$ cat config.mk
export PLATFORM = sky130hd
export DESIGN_NAME = int_prio_ctrl
export DESIGN_NICKNAME = d
export VERILOG_FILES = /design/src/rtl/int_prio_ctrl.sv
export SDC_FILE = /design/constraint.sdc
export NUM_CORES = 1
export LEC_CHECK = 0
export ABC_AREA = 1
export BUFFER_PORTS_ARGS = -buffer_cell sky130_fd_sc_hd__buf_2
export CORE_MARGIN = 2
export CORE_UTILIZATION = 40
export CTS_BUF_LIST = sky130_fd_sc_hd__clkbuf_8
export CTS_CLUSTER_SIZE = 28
export DETAILED_ROUTE_END_ITERATION = 8
export HOLD_SLACK_MARGIN = 0.08
export PLACE_DENSITY = 0.67
export SLEW_MARGIN = 20
export SYNTH_ARGS = -nofsm -noshare
export SYNTH_HDL_FRONTEND = slang
export SYNTH_SLANG_ARGS = --single-unit
$ cat constraint.sdc
create_clock -name i_clk -period 11.1 [get_ports i_clk]
set_input_delay 0.555 -clock i_clk [delete_from_list [all_inputs] [get_ports i_clk]]
set_output_delay 0.555 -clock i_clk [all_outputs]
set_load 0.005 [all_outputs]
$ cat src/rtl/int_prio_ctrl.sv
// -----------------------------------------------------------------------------
// int_prio_ctrl
//
// Parametrised interrupt controller. Latches NUM_SRC external interrupt lines
// (each edge- or level-triggered), selects the best eligible source by
// priority (ties to the lowest index), and presents it to the pipeline
// control as a single registered trap request under a req/ack handshake.
// A claim stays in service until mret retires.
//
// Optional feature: define INT_NEST_EN to allow one level of nesting. A
// strictly higher priority source may then preempt a claim in service; the
// outer claim is saved and restored on the inner mret.
//
// Ports:
//   i_clk, i_rst          clock, asynchronous active-high reset
//   i_src_irq             raw interrupt lines
//   i_cfg_edge            1 = rising-edge triggered, 0 = level
//   i_cfg_en              per-source enable
//   i_cfg_prio            per-source priority, source i at [i*PRIO_W +: PRIO_W]
//   i_cfg_thresh          a source is taken only if prio > thresh
//   i_csr_int_mie         global interrupt enable
//   i_csr_int_mtvec       trap vector, bit0 = vectored mode
//   o_int_ctrl_req        trap request to ctrl
//   i_int_ctrl_ack        ctrl accepts the trap (sampled while req = 1)
//   o_int_ctrl_mtvec      target pc of the current claim
//   o_int_csr_ecause      mcause of the current claim
//   o_int_csr_ena         one-cycle CSR update strobe after ack
//   o_int_claim_id        id (source index + 1) in request/service, 0 = none
//   o_int_pend            pending bits
//   i_de_int_mret         mret retired, completes the claim
// -----------------------------------------------------------------------------
module int_prio_ctrl #(
  parameter int NUM_SRC = 8,
  parameter int PRIO_W  = 3,
  parameter int ID_W    = $clog2(NUM_SRC + 1)
) (
  input  logic                      i_clk,
  input  logic                      i_rst,
  input  logic [NUM_SRC-1:0]        i_src_irq,
  input  logic [NUM_SRC-1:0]        i_cfg_edge,
  input  logic [NUM_SRC-1:0]        i_cfg_en,
  input  logic [NUM_SRC*PRIO_W-1:0] i_cfg_prio,
  input  logic [PRIO_W-1:0]         i_cfg_thresh,
  input  logic                      i_csr_int_mie,
  input  logic [31:0]               i_csr_int_mtvec,
  output logic                      o_int_ctrl_req,
  input  logic                      i_int_ctrl_ack,
  output logic [31:0]               o_int_ctrl_mtvec,
  output logic [31:0]               o_int_csr_ecause,
  output logic                      o_int_csr_ena,
  output logic [ID_W-1:0]           o_int_claim_id,
  output logic [NUM_SRC-1:0]        o_int_pend,
  input  logic                      i_de_int_mret
);

  typedef enum logic [2:0] {
    S_IDLE,
    S_REQ,
    S_SERV
`ifdef INT_NEST_EN
    ,
    S_NREQ,
    S_NSERV
`endif
  } state_t;

  state_t r_state;
  state_t w_next;

  logic [NUM_SRC-1:0] r_src_q;
  logic [NUM_SRC-1:0] r_pend;
  logic [NUM_SRC-1:0] w_elig;
  logic [NUM_SRC-1:0] w_set;
  logic [NUM_SRC-1:0] w_clr;

  logic               w_best_vld;
  logic [PRIO_W-1:0]  w_best_prio;
  logic [ID_W-1:0]    w_best_idx;
  logic [ID_W-1:0]    w_best_id;
  logic [31:0]        w_best_ecause;
  logic [31:0]        w_base;
  logic [31:0]        w_best_mtvec;
  logic               w_in_req;
  logic               w_ack_take;

  logic [ID_W-1:0]    r_id;
  logic [31:0]        r_ecause;
  logic [31:0]        r_mtvec;
  logic               r_ena;

`ifdef INT_NEST_EN
  logic [PRIO_W-1:0]  r_prio;
  logic [ID_W-1:0]    r_sv_id;
  logic [PRIO_W-1:0]  r_sv_prio;
  logic [31:0]        r_sv_ecause;
  logic [31:0]        r_sv_mtvec;
`endif

  // mtvec[1] is reserved in both modes.
  logic w_unused;
  assign w_unused = i_csr_int_mtvec[1];

  // ---------------------------------------------------------------------------
  // Source sampling and pending bits
  // ---------------------------------------------------------------------------
  // A claimed edge source is cleared when ctrl accepts it; a new edge arriving
  // in the same cycle must not be lost, so set has priority over clear.
  always_comb begin
    // NOTE: every always_comb output gets a default first so no path leaves
    // it unassigned, which would otherwise infer a latch.
    w_clr = '0;
    for (int i = 0; i < NUM_SRC; i++) begin
      w_clr[i] = w_ack_take && (r_id == ID_W'(i + 1));
    end
  end

  assign w_set = i_src_irq & ~r_src_q;

  always_ff @(posedge i_clk or posedge i_rst) begin
    if (i_rst) begin
      r_src_q <= '0;
      r_pend  <= '0;
    end else begin
      // NOTE: sequential state uses non-blocking assignments so every flop
      // samples pre-edge values regardless of statement order.
      r_src_q <= i_src_irq;
      r_pend  <= (i_cfg_edge & (w_set | (r_pend & ~w_clr))) |
                 (~i_cfg_edge & i_src_irq);
    end
  end

  // ---------------------------------------------------------------------------
  // Best eligible source: highest priority, ties to the lowest index (strict
  // compare while scanning upward keeps the first one found).
  // ---------------------------------------------------------------------------
  always_comb begin
    w_elig      = '0;
    w_best_prio = '0;
    w_best_idx  = '0;
    for (int i = 0; i < NUM_SRC; i++) begin
      w_elig[i] = r_pend[i] && i_cfg_en[i] &&
                  (i_cfg_prio[i*PRIO_W +: PRIO_W] > i_cfg_thresh);
      if (w_elig[i] && (i_cfg_prio[i*PRIO_W +: PRIO_W] > w_best_prio)) begin
        w_best_prio = i_cfg_prio[i*PRIO_W +: PRIO_W];
        w_best_idx  = ID_W'(i);
      end
    end
  end

  assign w_best_vld    = |w_elig;
  assign w_best_id     = w_best_idx + ID_W'(1);
  assign w_best_ecause = {1'b1, 31'(32'd16 + 32'(w_best_idx))};
  assign w_base        = {i_csr_int_mtvec[31:2], 2'b00};
  assign w_best_mtvec  = i_csr_int_mtvec[0] ?
                         (w_base + ((32'd16 + 32'(w_best_idx)) << 2)) : w_base;

  // ---------------------------------------------------------------------------
  // Claim/complete FSM
  // ---------------------------------------------------------------------------
  always_ff @(posedge i_clk or posedge i_rst) begin
    if (i_rst) begin
      r_state <= S_IDLE;
    end else begin
      r_state <= w_next;
    end
  end

`ifdef INT_NEST_EN
  assign w_in_req = (r_state == S_REQ) || (r_state == S_NREQ);
`else
  assign w_in_req = (r_state == S_REQ);
`endif
  assign w_ack_take = w_in_req && i_int_ctrl_ack;

  // Ack takes precedence over a simultaneous mie drop: ctrl has already
  // committed to the trap.
  always_comb begin
    w_next = r_state;
    case (r_state)
      S_IDLE: begin
        if (i_csr_int_mie && w_best_vld) w_next = S_REQ;
      end
      S_REQ: begin
        if (i_int_ctrl_ack)      w_next = S_SERV;
        else if (!i_csr_int_mie) w_next = S_IDLE;
      end
      S_SERV: begin
        if (i_de_int_mret) w_next = S_IDLE;
`ifdef INT_NEST_EN
        else if (i_csr_int_mie && w_best_vld && (w_best_prio > r_prio))
          w_next = S_NREQ;
`endif
      end
`ifdef INT_NEST_EN
      S_NREQ: begin
        if (i_int_ctrl_ack)      w_next = S_NSERV;
        else if (!i_csr_int_mie) w_next = S_SERV;
      end
      S_NSERV: begin
        if (i_de_int_mret) w_next = S_SERV;
      end
`endif
      default: w_next = S_IDLE;
    endcase
  end

  // Claim registers only change on a new claim, completion, withdraw or
  // restore, so they stay stable while the request is outstanding.
  always_ff @(posedge i_clk or posedge i_rst) begin
    if (i_rst) begin
      r_id        <= '0;
      r_ecause    <= '0;
      r_mtvec     <= '0;
      r_ena       <= 1'b0;
`ifdef INT_NEST_EN
      r_prio      <= '0;
      r_sv_id     <= '0;
      r_sv_prio   <= '0;
      r_sv_ecause <= '0;
      r_sv_mtvec  <= '0;
`endif
    end else begin
      r_ena <= w_ack_take;
      case (r_state)
        S_IDLE: begin
          if (w_next == S_REQ) begin
            r_id     <= w_best_id;
            r_ecause <= w_best_ecause;
            r_mtvec  <= w_best_mtvec;
`ifdef INT_NEST_EN
            r_prio   <= w_best_prio;
`endif
          end
        end
        S_REQ: begin
          if (w_next == S_IDLE) r_id <= '0;
        end
        S_SERV: begin
          if (w_next == S_IDLE) r_id <= '0;
`ifdef INT_NEST_EN
          else if (w_next == S_NREQ) begin
            r_sv_id     <= r_id;
            r_sv_prio   <= r_prio;
            r_sv_ecause <= r_ecause;
            r_sv_mtvec  <= r_mtvec;
            r_id        <= w_best_id;
            r_prio      <= w_best_prio;
            r_ecause    <= w_best_ecause;
            r_mtvec     <= w_best_mtvec;
          end
`endif
        end
`ifdef INT_NEST_EN
        S_NREQ, S_NSERV: begin
          if (w_next == S_SERV) begin
            r_id     <= r_sv_id;
            r_prio   <= r_sv_prio;
            r_ecause <= r_sv_ecause;
            r_mtvec  <= r_sv_mtvec;
          end
        end
`endif
        default: ;
      endcase
    end
  end

  // Outputs decode directly from flops.
  always_comb begin
    o_int_ctrl_req   = w_in_req;
    o_int_ctrl_mtvec = r_mtvec;
    o_int_csr_ecause = r_ecause;
    o_int_csr_ena    = r_ena;
    o_int_claim_id   = r_id;
    o_int_pend       = r_pend;
  end

endmodule

### Yosys cells after proc, flatten, opt, wreduce, memory -nomap -nowiden

Cells that the tools add are included.

| word-level totals | value |
|---|---|
| register bits after elaboration | 88 |
| latch bits | 0 |
| bits in writable memories | 0 |
| bits in read-only memories | 0 |
| input bits | 88 |
| output and inout port bits | 78 |
| logic and storage cells | 112 |
| memories kept | 0 |

| operators by class | value |
|---|---|
| add/sub/neg operators | 3 |
| multiply operators | 0 |
| div/mod/pow operators | 0 |
| order comparisons | 16 |
| equality and inequality tests | 13 |
| shift operators | 0 |
| mux-type cells | 23 |
| bitwise operators | 9 |
| reductions and logical operators | 41 |

Operators by type and width:

| cell | count |
|---|---|
| > comparator 3 bit | 15 |
| logical AND 1 bit | 34 |
| 2-to-1 mux 3 bit | 11 |
| adder 32 x 8 -> 32 bit | 1 |
| bitwise AND 8 bit | 4 |
| 2-to-1 mux 32 bit | 1 |
| 2-to-1 mux 4 bit | 8 |
| NOT 8 bit | 3 |
| == test 4 x 3 -> 1 bit, second input constant | 4 |
| OR 8 bit | 2 |
| one-hot mux 3 bit (3 select lines) | 1 |
| == test 4 x 2 -> 1 bit, second input constant | 2 |
| one-hot mux 4 bit (2 select lines) | 1 |
| OR reduction 8 bit | 1 |
| adder 5 x 4 -> 6 bit, first input constant | 1 |
| == test 3 x 1 -> 1 bit, second input constant | 2 |
| logical NOT 3 bit | 2 |
| adder 4 x 1 -> 4 bit, second input constant | 1 |
| == test 4 x 1 -> 1 bit, second input constant | 1 |
| == test 4 bit, second input constant | 1 |
| == test 3 x 2 -> 1 bit, second input constant | 1 |
| > comparator 3 x 1 -> 1 bit, second input constant | 1 |
| AND reduction 3 bit | 1 |
| inequality test 2 x 1 -> 1 bit, second input constant | 1 |
| other kinds (5) | 5 |

### Logic depth before layout (Yosys ltp)

| logic depth | value |
|---|---|
| depth in word-level cells | 28 |
| depth in mapped cells | 84 |
| gate-level depth less buffers | 84 |

### Worst setup path after synthesis

Ideal clock, no wire load.

| path | value |
|---|---|
| path type | input-to-reg |
| start | input i_cfg_thresh[2] |
| end | register r_mtvec[31] (netlist: o_int_ctrl_mtvec[31]) |
| library setup time | 0.132 ns |
| arrival | 10.359 ns |
| slack | 0.609 ns |
| stages | 79 |
| path buffers | 0 |
| cell sequence | inv_1 -> ha_1 -> nand3_1 -> nand2_1 -> inv_1 -> nand2_1 -> inv_1 -> nand2_1 -> ha_1 -> nand2_1 -> nor2_1 -> nor2_1 -> nor2_4 -> nand2_4 -> o21ai_0 -> ha_1 -> inv_1 -> o21bai_1 -> [... 43 more ...] -> ha_1 -> inv_1 -> nor2_1 -> o21ai_1 -> o22ai_2 -> nand4_1 -> inv_1 -> nand4_1 -> nor4_2 -> nand4_1 -> nor2_1 -> nand2_1 -> nor2_1 -> nand2_1 -> nor2_1 -> nand3_1 -> xor2_1 -> o21ai_1 |

| between the ends | value |
|---|---|
| longest elaborated chain between the ends | 28 |

Ends and longest elaborated chain:

| what | RTL line | source |
|---|---|---|
| start, declared | 43 | `input logic [PRIO_W-1:0] i_cfg_thresh,` |
| > comparator 3 bit | 142 | `(i_cfg_prio[i*PRIO_W +: PRIO_W] > i_cfg_thresh);` |
| logical AND 1 bit | 141 | `w_elig[i] = r_pend[i] && i_cfg_en[i] &&` |
| logical AND 1 bit | 143 | `if (w_elig[i] && (i_cfg_prio[i*PRIO_W +: PRIO_W] > w_best_prio)) begin` |
| 2-to-1 mux 3 bit | 143 |  |
| > comparator 3 bit | 143 |  |
| logical AND 1 bit | 143 |  |
| 2-to-1 mux 3 bit | 143 |  |
| > comparator 3 bit | 143 |  |
| [... 13 more ...] | - |  |
| 2-to-1 mux 3 bit | 143 |  |
| > comparator 3 bit | 143 |  |
| logical AND 1 bit | 143 |  |
| 2-to-1 mux 4 bit (*) | 143 |  |
| adder 5 x 4 -> 6 bit (*) | - |  |
| via w_best_ecause[2] | 80 | `logic [31:0] w_best_ecause;` |
| adder 32 x 8 -> 32 bit (*) | 155 | `(w_base + ((32'd16 + 32'(w_best_idx)) << 2)) : w_base;` |
| 2-to-1 mux 32 bit (*) | 154 | `assign w_best_mtvec = i_csr_int_mtvec[0] ?` |
| end signal, assigned | 229 | `r_mtvec <= w_best_mtvec;` |
| end, declared | 88 | `logic [31:0] r_mtvec;` |

Mark *: on every way through the listed nets, which the timed path passes. The rest lies on a longest branch.
A chain may end at the register's enable or synchronous reset.

### Worst setup path after layout

| path | value |
|---|---|
| start | input i_cfg_prio[0] |
| end | register r_mtvec[29] (netlist: o_int_ctrl_mtvec[29]) |

| between the ends | value |
|---|---|
| longest elaborated chain between the ends | 28 |

Ends and longest elaborated chain:

| what | RTL line | source |
|---|---|---|
| start, declared | 42 | `input logic [NUM_SRC*PRIO_W-1:0] i_cfg_prio,` |
| > comparator 3 bit | 142 |  |
| logical AND 1 bit | 141 |  |
| logical AND 1 bit | 143 |  |
| 2-to-1 mux 3 bit (*) | 143 |  |
| > comparator 3 bit | 143 |  |
| logical AND 1 bit | 143 |  |
| 2-to-1 mux 3 bit | 143 |  |
| > comparator 3 bit | 143 |  |
| [... 13 more ...] | - |  |
| 2-to-1 mux 3 bit | 143 |  |
| > comparator 3 bit | 143 |  |
| logical AND 1 bit | 143 |  |
| 2-to-1 mux 4 bit (*) | 143 |  |
| adder 5 x 4 -> 6 bit (*) | - |  |
| via w_best_ecause[2] | 80 |  |
| adder 32 x 8 -> 32 bit (*) | 155 |  |
| 2-to-1 mux 32 bit (*) | 154 |  |

Marked as above.

==> results by group <==
Synth
  – Syn Inst Count: just under 600
  – Synth Area per Inst: slightly below 8 um2
  – Area leader, netlist: dfrtp_1
  – Syn Std Cell Area: 4600 um2
  – Post-synth EDFFs: 0
  – Synth Warn #: 0
  – Synth top area cells: dfrtp_1, nand2_1, ha_1, inv_1, buf_4
  – Post-synth top area share: 31.6%
  – Flops & latches, synth: 58
  – Asr flop ratio synth: 100%
  – Seq/Total Area, Yosys: 31.6%
  – Main synth FF type: dfrtp_1
  – Synth unique cells: 44

Die
  – Chip width: around 110 um
  – Initial Util: around two fifths
  – FP Rows: 39
  – CORE AREA: between 10000 and 15000 um2
  – Die area: approximately 12000 um2
  – Height of the die: between 100 and 150 um
  – IO Count: 166

Cells and area
  – Non-Filler Instances: ~900
  – Final instance area: approximately 6000 um2
  – Share of cells above drive strength 1: between 30% and 40%
  – Area of the multi-input gates: about 2900 um2
  – Layout area overhead: 27.4%
  – Fillers: 1130
  – Register area: approximately 1500 um2
  – ANT cells: 0
  – Final net count: 887

Pwr
  – Comb power frac: between 40 and 50%
  – Internal Power: just under 0.5 mW
  – Worst VDD drop: 91.2 uV
  – Cell Pwr Density: around 140 nW/um2
  – Clock Power Share: between 20% and 30%
  – Pleak: ~3.1 nW
  – Switching share of total power: between 30% and 40%
  – Register share of total power: 38.0%
  – Switch Pwr: 0.304 mW

Timing
  – Final Slew Violations: 0
  – Worst-margin pin slew: about 800 ps
  – Worst Skew: roughly 8.0 ps
  – Fin. Hold Viols: 0
  – Slew HR: between 40% and 50%
  – Number of setup violations in the final report: 0
  – Sum Neg Setup Slack: 0 ps
  – Final Critical Period: 10500 ps
  – Setup slack after layout: 600 ps
  – Fmax: ~95 MHz
  – Final period util: about 95%

Critical path
  – RR Startpoint: o_int_pend[0]
  – Critical path data arrival time: 10690 ps
  – Reg2reg end: o_int_ctrl_mtvec[29]
  – Crit path max fanout: 7
  – CP peak stage delay: roughly 340 ps
  – CP Data Required Time: between 10000 and 15000 ps
  – Crit end category: flop
  – CP startpoint kind: primary input
  – Critical path type: primary input to flop
  – CP max-delay cell: nor4_2
  – Crit path from: i_cfg_prio[0]
  – Setup slack, reg-to-reg: approximately 800 ps
  – R2r worst-path depth: approximately 80

Route
  – M1 wire length: between 5000 and 6000 um
  – WL/cell: around 13 um
  – DR vias: 4419
  – DRC errors left: 0
  – DR vias/cell: 4.89
  – Initial drt markers: roughly 200
  – Highest Signal Layer: met4
  – Detail Route Antenna Nets: 0
  – Metal3 WL: 791 um
  – Met2 wire len: approximately 5900 um
  – DR pass1 iterations: 4
  – Routed Wire Length: ~12000 um

Clock network
  – CTS buffer count: 9
  – Clk buf depth: 2
  – Hold-fix buffers at CTS: 0
  – Clock input transition at the sequential cells of the worst setup and hold paths: about 70 ps
  – Clk_lat worst skew: roughly 330 ps
  – H-tree depth: 3
  – Root Buffer: clkbuf_8
  – Sink Count: 58
  – TritonCTS clock tree: done

Worst hold path
  – Hold path cells: 1
  – Hold crit path type: primary input to flop
  – Min-delay src: i_src_irq[5]
  – Hold EP: r_src_q[5]

Place
  – DP Worst Slack: -159 ps
  – Port buffer count: roughly 140
  – GP Congestion: 0.834
  – DP HPWL: 9350 um
  – Post-DP Area: roughly 5400 um2
  – Dpl cells: between 800 and 900

GRT
  – First-pass GRT wire length: between 15000 and 20000 um
  – Vias in the first global route: approximately 4100
  – Largest net degree at the start of global routing: 59
  – GRT Util Overall: 18.6%
  – Antenna violations before repair: 0
  – GR Overflow Total: 0

Flow run
  – Max Cap Viol: 0

Outcome
  – Outcome: finished, final reports clean
cells in the mapped netlist, types with 5 or more instances:
| library cell | n |
|---|---|
| nor2_1 | 27 |
| o21ai_0 | 42 |
| or2_2 | 6 |
| inv_1 | 69 |
| a31oi_1 | 5 |
| nand2_4 | 5 |
| nand3_2 | 10 |
| o21ai_1 | 10 |
| xor2_1 | 16 |
| ha_1 | 42 |
| buf_4 | 30 |
| a21oi_1 | 12 |
| dfrtp_1 | 58 |
| nand4_1 | 15 |
| nor3_1 | 10 |
| nand2_1 | 141 |
| nand2_2 | 9 |
| nand3_1 | 36 |
placed cells by master (no fill, tap or decap), drive strengths merged, types with 2 or more instances in the layout:
| master | count |
|---|---|
| a211oi | 2 |
| a21oi | 12 |
| a31oi | 5 |
| buf | 161 |
| clkbuf | 10 |
| clkinv | 3 |
| conb | 30 |
| dfrtp | 58 |
| ha | 42 |
| inv | 75 |
| nand2 | 155 |
| nand3 | 48 |
| nand3b | 2 |
| nand4 | 15 |
| nor2 | 34 |
| nor3 | 10 |
| nor4 | 6 |
| o21a | 2 |
| o21ai | 54 |
| o31ai | 3 |
| or2 | 6 |
| xnor2 | 4 |
| xor2 | 16 |
worst max-delay path by stage:
stage                                 endpoint  cells after the start  slack (ps)
after floorplan           o_int_ctrl_mtvec[31]                     79         610
after global placement    o_int_ctrl_mtvec[31]                     78          90
after detailed placement  o_int_ctrl_mtvec[31]                     78        -160
after CTS                 o_int_ctrl_mtvec[31]                     79         160
after global routing      o_int_ctrl_mtvec[31]                     84        -140
final                     o_int_ctrl_mtvec[29]                     80         600
metal layers:
layer  up-vias  track usage (%)
met5         -                0
met4         0             4.44
met3        13             5.41
met2       121             32.0
met1      2053             23.1
li1       2232                -
state kept, by name (all words and copies together), names as in the netlist:
register          cells
o_int_csr_ena         1
r_state               3
r_src_q               8
o_int_pend            8
o_int_ctrl_mtvec     30
o_int_claim_id        4
o_int_csr_ecause      4
power groups by stage:
stage	clock network, mW	logic [mW]	registers, mW
3_5_place_dp	0	0.306	0.307
6_report	0.164	0.331	0.304
5_1_grt	0.181	0.374	0.312
4_1_cts	0.170	0.307	0.305
3_3_place_gp	0	0.297	0.305
2_1_floorplan	0	0.183	0.310
through the flow:
| stage | hold slack [ps] | utilization, % | power (mW) |
|---|---|---|---|
| 2_1_floorplan | 465 | - | 0.493 |
| 3_3_place_gp | 455 | 47.6 | 0.602 |
| 3_5_place_dp | 467 | 47.6 | 0.612 |
| 4_1_cts | 325 | 49.0 | 0.781 |
| 5_1_grt | 322 | 51.7 | 0.867 |
| 6_report | 346 | 51.7 | 0.799 |
critical path, delay by kind of cell:
kind | cells | cell delay (ps)
AO/OA/AOI/OAI | 11 | 1530
buffers and inverters | 12 | 990
AND/OR/NAND/NOR | 47 | 5120
adder cells (fa/ha/maj) | 9 | 2390
XOR/XNOR | 1 | 110
repair_timing:
action	in CTS	in global routing
endpoints found under the setup margin	0	14
buffers inserted	0	13
resized for setup	0	48
logic make-up after synthesis:
group | synth area share (%)
AND/OR/NAND/NOR | 30.7
AO/OA/AOI/OAI | 10.3
flip-flops | 31.6
other | 0.0816
buffers and inverters | 11.7
XOR/XNOR | 3.81
adder cells (fa/ha/maj) | 11.9
area by class of cell:
type / instances / area share, %
multi-input cells: 454 / 49.8
flip-flops and latches: 58 / 24.8
repair buffers: 161 / 14.9
inverters: 72 / 4.62
well taps: 143 / 3.06
clock buffers: 10 / 2.35
clock inverters: 6 / 0.449
No activity file was read; power rests on OpenSTA's default activity.
